**config.mk**
```make
export PLATFORM = sky130hd
export DESIGN_NAME = crc16_serial_engine
export DESIGN_NICKNAME = d
export VERILOG_FILES = /design/src/rtl/crc16_pkg.sv /design/src/rtl/crc16_bit_step.sv /design/src/rtl/crc16_serial_engine.sv
export SDC_FILE = /design/constraint.sdc
export NUM_CORES = 1
export LEC_CHECK = 0
export CELL_PAD_IN_SITES_DETAIL_PLACEMENT = 2
export CELL_PAD_IN_SITES_GLOBAL_PLACEMENT = 2
export CORE_MARGIN = 5
export CORE_UTILIZATION = 31
export CTS_CLUSTER_DIAMETER = 30
export DETAILED_ROUTE_END_ITERATION = 8
export GPL_TIMING_DRIVEN = 1
export HOLD_SLACK_MARGIN = 0.06
export PLACE_DENSITY_LB_ADDON = 0.1
export SYNTH_ARGS = -nofsm -noshare
export SYNTH_HDL_FRONTEND = slang
export SYNTH_SLANG_ARGS = --single-unit
export TNS_END_PERCENT = 50
```
**constraint.sdc**
```tcl
create_clock -name Clk -period 2.1 [get_ports Clk]
set_input_delay 0.63 -clock Clk [delete_from_list [all_inputs] [get_ports Clk]]
set_output_delay 0.63 -clock Clk [all_outputs]
set_load 0.005 [all_outputs]
```
**src/rtl/crc16_pkg.sv**
```systemverilog
// Shared constants and state encoding for the bit-serial CRC-16 engine and its helpers.
package crc16_pkg;

  localparam int          CRC_W              = 16;
  localparam logic [15:0] CRC16_POLY_DEFAULT = 16'h8005;
  localparam logic [15:0] CRC16_INIT_DEFAULT = 16'h0000;

  typedef enum logic [1:0] {
    IDLE  = 2'd0,
    SHIFT = 2'd1,
    DONE  = 2'd2
  } crc_state_e;

endpackage

```
**src/rtl/crc16_bit_step.sv**
```systemverilog
// One-bit MSB-first CRC LFSR update; purely combinational so a parallel checker can chain copies.
module crc16_bit_step
  import crc16_pkg::*;
(
  input  logic [CRC_W-1:0] crc_i,
  input  logic             bit_i,
  input  logic [CRC_W-1:0] poly_i,
  output logic [CRC_W-1:0] crc_o
);

  logic fb;

  assign fb    = crc_i[CRC_W-1] ^ bit_i;
  assign crc_o = {crc_i[CRC_W-2:0], 1'b0} ^ (fb ? poly_i : {CRC_W{1'b0}});

endmodule

```
**src/rtl/crc16_serial_engine.sv**
```systemverilog
// Bit-serial CRC-16 over a fixed-length MSB-first frame with a one-cycle Done pulse.
// Optional reference compare (Crc_ref/Crc_match) is built when CRC16_CHECK_EN is defined.
module crc16_serial_engine
  import crc16_pkg::*;
#(
  parameter int          FRAME_BITS = 20,
  parameter logic [15:0] POLY       = CRC16_POLY_DEFAULT,
  parameter logic [15:0] INIT       = CRC16_INIT_DEFAULT
) (
  input  logic             Clk,
  input  logic             Reset_n,
  input  logic             Start,
  input  logic             Bit_in,
  input  logic             Bit_valid,
`ifdef CRC16_CHECK_EN
  input  logic [CRC_W-1:0] Crc_ref,
  output logic             Crc_match,
`endif
  output logic             Busy,
  output logic             Done,
  output logic [CRC_W-1:0] Crc_out
);

  localparam int CNT_W = $clog2(FRAME_BITS + 1);
  localparam logic [CNT_W-1:0] LAST_CNT = CNT_W'(FRAME_BITS - 1);

  crc_state_e       state_q;
  logic [CRC_W-1:0] crc_q;
  logic [CRC_W-1:0] crc_d;
  logic [CNT_W-1:0] cnt_q;
  logic             done_q;
  logic [CRC_W-1:0] crc_out_q;
  logic             match_q;
  logic             match_d;

  crc16_bit_step u_step (
    .crc_i  (crc_q),
    .bit_i  (Bit_in),
    .poly_i (POLY),
    .crc_o  (crc_d)
  );

`ifdef CRC16_CHECK_EN
  assign match_d   = (crc_d == Crc_ref);
  assign Crc_match = match_q;
`else
  assign match_d   = 1'b0;
`endif

  always_ff @(posedge Clk or negedge Reset_n) begin
    if (!Reset_n) begin
      state_q   <= IDLE;
      crc_q     <= INIT;
      cnt_q     <= '0;
      done_q    <= 1'b0;
      crc_out_q <= '0;
      match_q   <= 1'b0;
    end else begin
      done_q <= 1'b0;
      case (state_q)
        IDLE: begin
          if (Start) begin
            crc_q   <= INIT;
            cnt_q   <= '0;
            state_q <= SHIFT;
          end
        end
        SHIFT: begin
          if (Start) begin
            crc_q <= INIT;
            cnt_q <= '0;
          end else if (Bit_valid) begin
            crc_q <= crc_d;
            if (cnt_q == LAST_CNT) begin
              // Result and pulse are captured on the last-bit edge so Done lands in the DONE cycle.
              cnt_q     <= '0;
              state_q   <= DONE;
              done_q    <= 1'b1;
              crc_out_q <= crc_d;
              match_q   <= match_d;
            end else begin
              cnt_q <= cnt_q + 1'b1;
            end
          end
        end
        DONE: begin
          if (Start) begin
            crc_q   <= INIT;
            cnt_q   <= '0;
            state_q <= SHIFT;
          end else begin
            state_q <= IDLE;
          end
        end
        default: state_q <= IDLE;
      endcase
    end
  end

  assign Busy    = (state_q == SHIFT);
  assign Done    = done_q;
  assign Crc_out = crc_out_q;

endmodule

```
After elaboration in Yosys (flattened, before gate mapping)
Index checks and enable logic that the tools add are counted.
{ "totals": {"in_bits": 5, "reg_bits": 40, "wordCells": 44} }
{ "op_classes": {"mux": 20, "n_reduce_logical": 6, "addsub": 1, "bitwise": 3, "n_eq_ne": 9} }
{ "ops": {"columns": ["cell", "count"], "rows": [
  ["$mux 16", 4],
  ["$pmux 16 s2", 1],
  ["$mux 5", 4],
  ["$xor 16x16->16", 1],
  ["$pmux 5 s2", 1],
  ["$mux 2", 4],
  ["$reduce_and 4->1", 2],
  ["$ne 2x2->1 const B", 3],
  ["$pmux 2 s3", 1],
  ["$add 5x1->5 const B", 1],
  ["$eq 5x5->1 const B", 1],
  ["$mux 1", 5],
  ["$ne 2x1->1 const B", 2],
  ["$ne 3x3->1 const B", 1],
  ["$reduce_and 3->1", 1],
  ["$eq 2x1->1 const B", 1],
  ["$eq 2x2->1 const B", 1],
  ["$logic_not 2->1", 1],
  ["$reduce_bool 2->1", 1],
  ["$reduce_or 2->1", 1],
  ["$not 1->1", 1],
  ["$xor 1x1->1", 1]
]} }

Logic depth before layout (Yosys ltp)
Gate-level depths: netlist of run 1.
{ "logic_depth": {"word_depth": 6, "depth_mapped": 5, "mapped_depth_nobuf": 4} }

Cells and area by module
Synthesis of run 1 repeated with hierarchy kept, for this count alone.
{ "unflattened": {"cells_unflattened": 151, "hier_area_um2": 1849.3} }
{ "by_module_without_submodules": {"columns": ["module", "cells_per_inst", "instances", "area_each_um2", "seq_area_each_um2"], "rows": [
  ["crc16_serial_engine", 118, 1, 1624.1, 1001.0],
  ["crc16_bit_step", 33, 1, 225.2, 0.0]
]} }

Worst setup path after synthesis of run 1
OpenSTA, ideal clock, no wires.
{ "synth_path": {"kind": "input to register", "startpoint": "input port Start", "endpoint": "register crc_out_q[10] (netlist: Crc_out[10])", "cell_stages": 4, "path_slack_ps": 514, "arrival_time_ps": 1461, "required_time_ps": 1975, "n_path_buf": 1, "setup_ps": 125, "cell_sequence": "and4bb_4 -> nand2_4 -> buf_6 -> mux2_4"} }
{ "synth_via": {"elab_chain_cells": 2} }
{ "synth_rtl": {"columns": ["item", "line", "source"], "rows": [
  ["start: declaration", "crc16_serial_engine.sv:12", "input logic Start,"],
  ["$not 1->1 (no line)", null, null],
  ["$reduce_and 4->1 (no line)", null, null],
  ["end signal: assignment", "crc16_serial_engine.sv:79", "crc_out_q <= crc_d;"],
  ["end: declaration", "crc16_serial_engine.sv:32", "logic [CRC_W-1:0] crc_out_q;"]
]} }
No other way between the ends.
A chain may end at the register's enable or synchronous reset.

Final worst setup path of run 1
{ "layout_path": {"startpoint": "register state_q[1]", "endpoint": "output port Busy"} }
{ "layout_via": {"elab_chain_cells": 1} }
{ "layout_rtl": {"columns": ["item", "line", "source"], "rows": [
  ["start: declaration", "crc16_serial_engine.sv:27", "crc_state_e state_q;"],
  ["start signal: assignment", "crc16_serial_engine.sv:52", "state_q <= IDLE;"],
  ["start signal: assignment", "crc16_serial_engine.sv:65", "state_q <= SHIFT;"],
  ["start signal: assignment", "crc16_serial_engine.sv:77", "state_q <= DONE;"],
  ["$eq 2x1->1", "crc16_serial_engine.sv:100", "assign Busy = (state_q == SHIFT);"],
  ["end: declaration", "crc16_serial_engine.sv:19", "output logic Busy,"]
]} }
No other way between the ends.

==> results.json, run 1 <==
{
  "finalSetupTns_ns": 0,
  "r2r-end": "Crc_out[1]",
  "hold_viol": 0,
  "wl_per_cell_um": 17.38,
  "fin_skew_ns": 0.009252,
  "antenna_found_initial": 0,
  "yosys_warnings": 0,
  "slew_violations": 0,
  "io_buffer_count": 22,
  "relSlewSlack_pct": 65.90,
  "routed_via_density": 4.865,
  "io_pins": 23,
  "start_kind": "flop",
  "grt_pass1_vias": 1250,
  "gp_congestion": 0.7179,
  "synthSimpleGateAreaFrac_pct": 7.623,
  "cts_tree": "done",
  "fin_util_pct": 41.27,
  "synth_top_family_by_area": "compound AO/OA/AOI/OAI gates",
  "vias": 1080,
  "antenna_left": 0,
  "hold_ws_ns": 0.2951,
  "routed_wl_um": 3859,
  "end_kind": "primary output",
  "fin_area_um2": 2135,
  "num-nets-final": 157,
  "drtPass1Iterations": 4,
  "r2r_start": "cnt_q[0]",
  "synth_nets": 123,
  "synth-xor-area-share_pct": 2.093,
  "fin_ws_ns": 0.1489,
  "die_y_um": 83.49,
  "grt_max_degree": 22,
  "crit_fanout": 4,
  "grt_usage_pct": 11.99,
  "core-area_um2": 5172,
  "r2r_setup_slack_ns": 0.39,
  "synth-async-reset-ratio_pct": 100.0,
  "syn-cell-area_um2": 1674,
  "area_growth_pct": 27.50,
  "synth_fa_ha_area_share_pct": 0.7474,
  "critical_path_class": "reg -> out",
  "holdBufCountCts": 0,
  "fmax_mhz": 512.5,
  "die_area_um2": 6970,
  "ys_ff_latch": 40,
  "clk_pin_slew_ns": 0.08,
  "ff2ff_path_depth": 4,
  "placedCellCount": 213,
  "ys_seq_area_share_pct": 59.79,
  "nFillCells": 504,
  "status": "finished clean",
  "synth_edf_count": 0,
  "worstPathRequired_ns": 1.47,
  "dpl_worst_slack_ns": 0.01111,
  "finalPower_mw": 1.568,
  "avgSynthCellArea_um2": 14.31,
  "cellLeakagePower_nw": 1.048,
  "critical_path_arrival_ns": 1.32,
  "numCtsBuffers": 5,
  "die_w_um": 83.49,
  "power_density_nw_per_um2": 734.8,
  "h-tree-depth": 2,
  "dp_hpwl_um": 2647,
  "cts_sinks": 40,
  "synth_ff_type": "dfrtp_1",
  "hold_path_class": "in -> async",
  "start_util_pct": 32.37,
  "fin_cells": 222,
  "diodes": 0,
  "synth_cell_type_count": 36,
  "grt.overflow.total": 0,
  "period_needed_ns": 1.951,
  "place_area_um2": 2018,
  "grt_pass1_wl_um": 6630,
  "std_cell_rows": 26,
  "clockBufferDepth": 2,
  "insertion_delay_ns": 0.29,
  "syn_inst": 117,
  "fin_crit_sh_pct": 92.91,
  "worst_pin_slew_ns": 0.5115,
  "setup_viol": 0,
  "drv_cap": 0,
  "drive_above_1_share_pct": 24.34,
  "synth_compound_area_share_pct": 14.42,
  "drc": 0,
  "cts_root_buffer": "clkbuf_8",
  "rsz0062_at_grt": "false",
  "synthMuxAreaShare_pct": 12.56,
  "ir_drop_uv": 325.5,
  "drtIter0Drc": 15
}
-- per-layer routing --
layer	part of all wire, %	track usage (%)	vias to the layer above
met5	0	0	-
li1	-	-	502
met3	3.7	4.245	6
met4	1.4	3.509	0
met2	49	19.02	18
met1	46	15.45	554
-- where the power goes --
group	switching [mW]	leakage, nW	internal, mW
logic	0.0673	0.444	0.0564
clock network	0.272	0.0552	0.353
registers	0.0262	0.549	0.794
-- Yosys cell counts (2+ instances only) --
cell type | count | share of area [%]
buf_4 | 2 | 0.90
dfrtp_1 | 40 | 60
nand2_1 | 2 | 0.45
inv_1 | 4 | 0.90
xor2_1 | 3 | 1.6
mux2_2 | 8 | 5.4
a22o_1 | 17 | 8.9
mux2_4 | 8 | 7.2
nor2b_1 | 4 | 1.5
o31ai_1 | 2 | 0.90
nor2_1 | 2 | 0.45
-- cell usage in the layout (no fill, tap or decap), types with 2 or more instances in the layout --
master	n
clkbuf_8	5
mux2_4	8
xor2_1	3
a22o_1	17
o31ai_1	2
nand2_1	2
mux2_2	8
inv_1	4
nor2_1	2
nor2b_1	4
dfrtp_1	39
clkdlybuf4s50_1	21
buf_4	8
-- kinds of logic after synthesis --
kind of cell / count (synthesis)
buffers and inverters: 8
adder cells (fa/ha/maj): 1
AND/OR/NAND/NOR: 18
multiplexers: 16
flip-flops: 40
XOR/XNOR: 4
AO/OA/AOI/OAI: 30
-- flip-flops by register name, indices dropped and copies added (netlist names) --
| signal | count |
|---|---|
| crc_q | 16 |
| Crc_out | 16 |
| Done | 1 |
| state_q | 2 |
| cnt_q | 5 |
-- worst max path at each step --
stage / startpoint / end / slack, ns / cells past startpoint
floorplan: Start / Crc_out[10] / 0.51 / 4
global placement: Start / crc_q[15] / 0.03 / 5
detailed placement: Start / Crc_out[1] / 0.01 / 4
CTS: state_q[0] / Busy / 0.02 / 2
global route: state_q[1] / Busy / 0.03 / 2
finish: state_q[1] / Busy / 0.15 / 2
-- worst max-delay path, stage by stage, from the launching register on --
cell	delay (ns)
dfrtp_1	0.40
nor2b_1	0.12
clkdlybuf4s50_1	0.51
-- repair_timing --
item / CTS / global route
setup endpoints to repair: 0 / 1
setup buffers: 0 / 1
resized for setup: 0 / 1
-- layout make-up --
class	instances	area (µm²)	area share, %
Sequential cell	40	1002	46.95
Multi-Input combinational cell	69	626.9	29.37
Timing Repair Buffer	31	295.3	13.83
Tap cell	70	87.58	4.103
Clock buffer	6	72.57	3.400
Clock inverter	2	35.03	1.641
Inverter	4	15.01	0.7034
Note: power is estimated with default switching activity, not from simulation.
==> inputs of run 2 (changes only) <==
Settings changed: CTS_CLUSTER_DIAMETER 30 to unset.
==> results of run 2 <==
Final layout, timing and power as in run 1 (identical DEF).
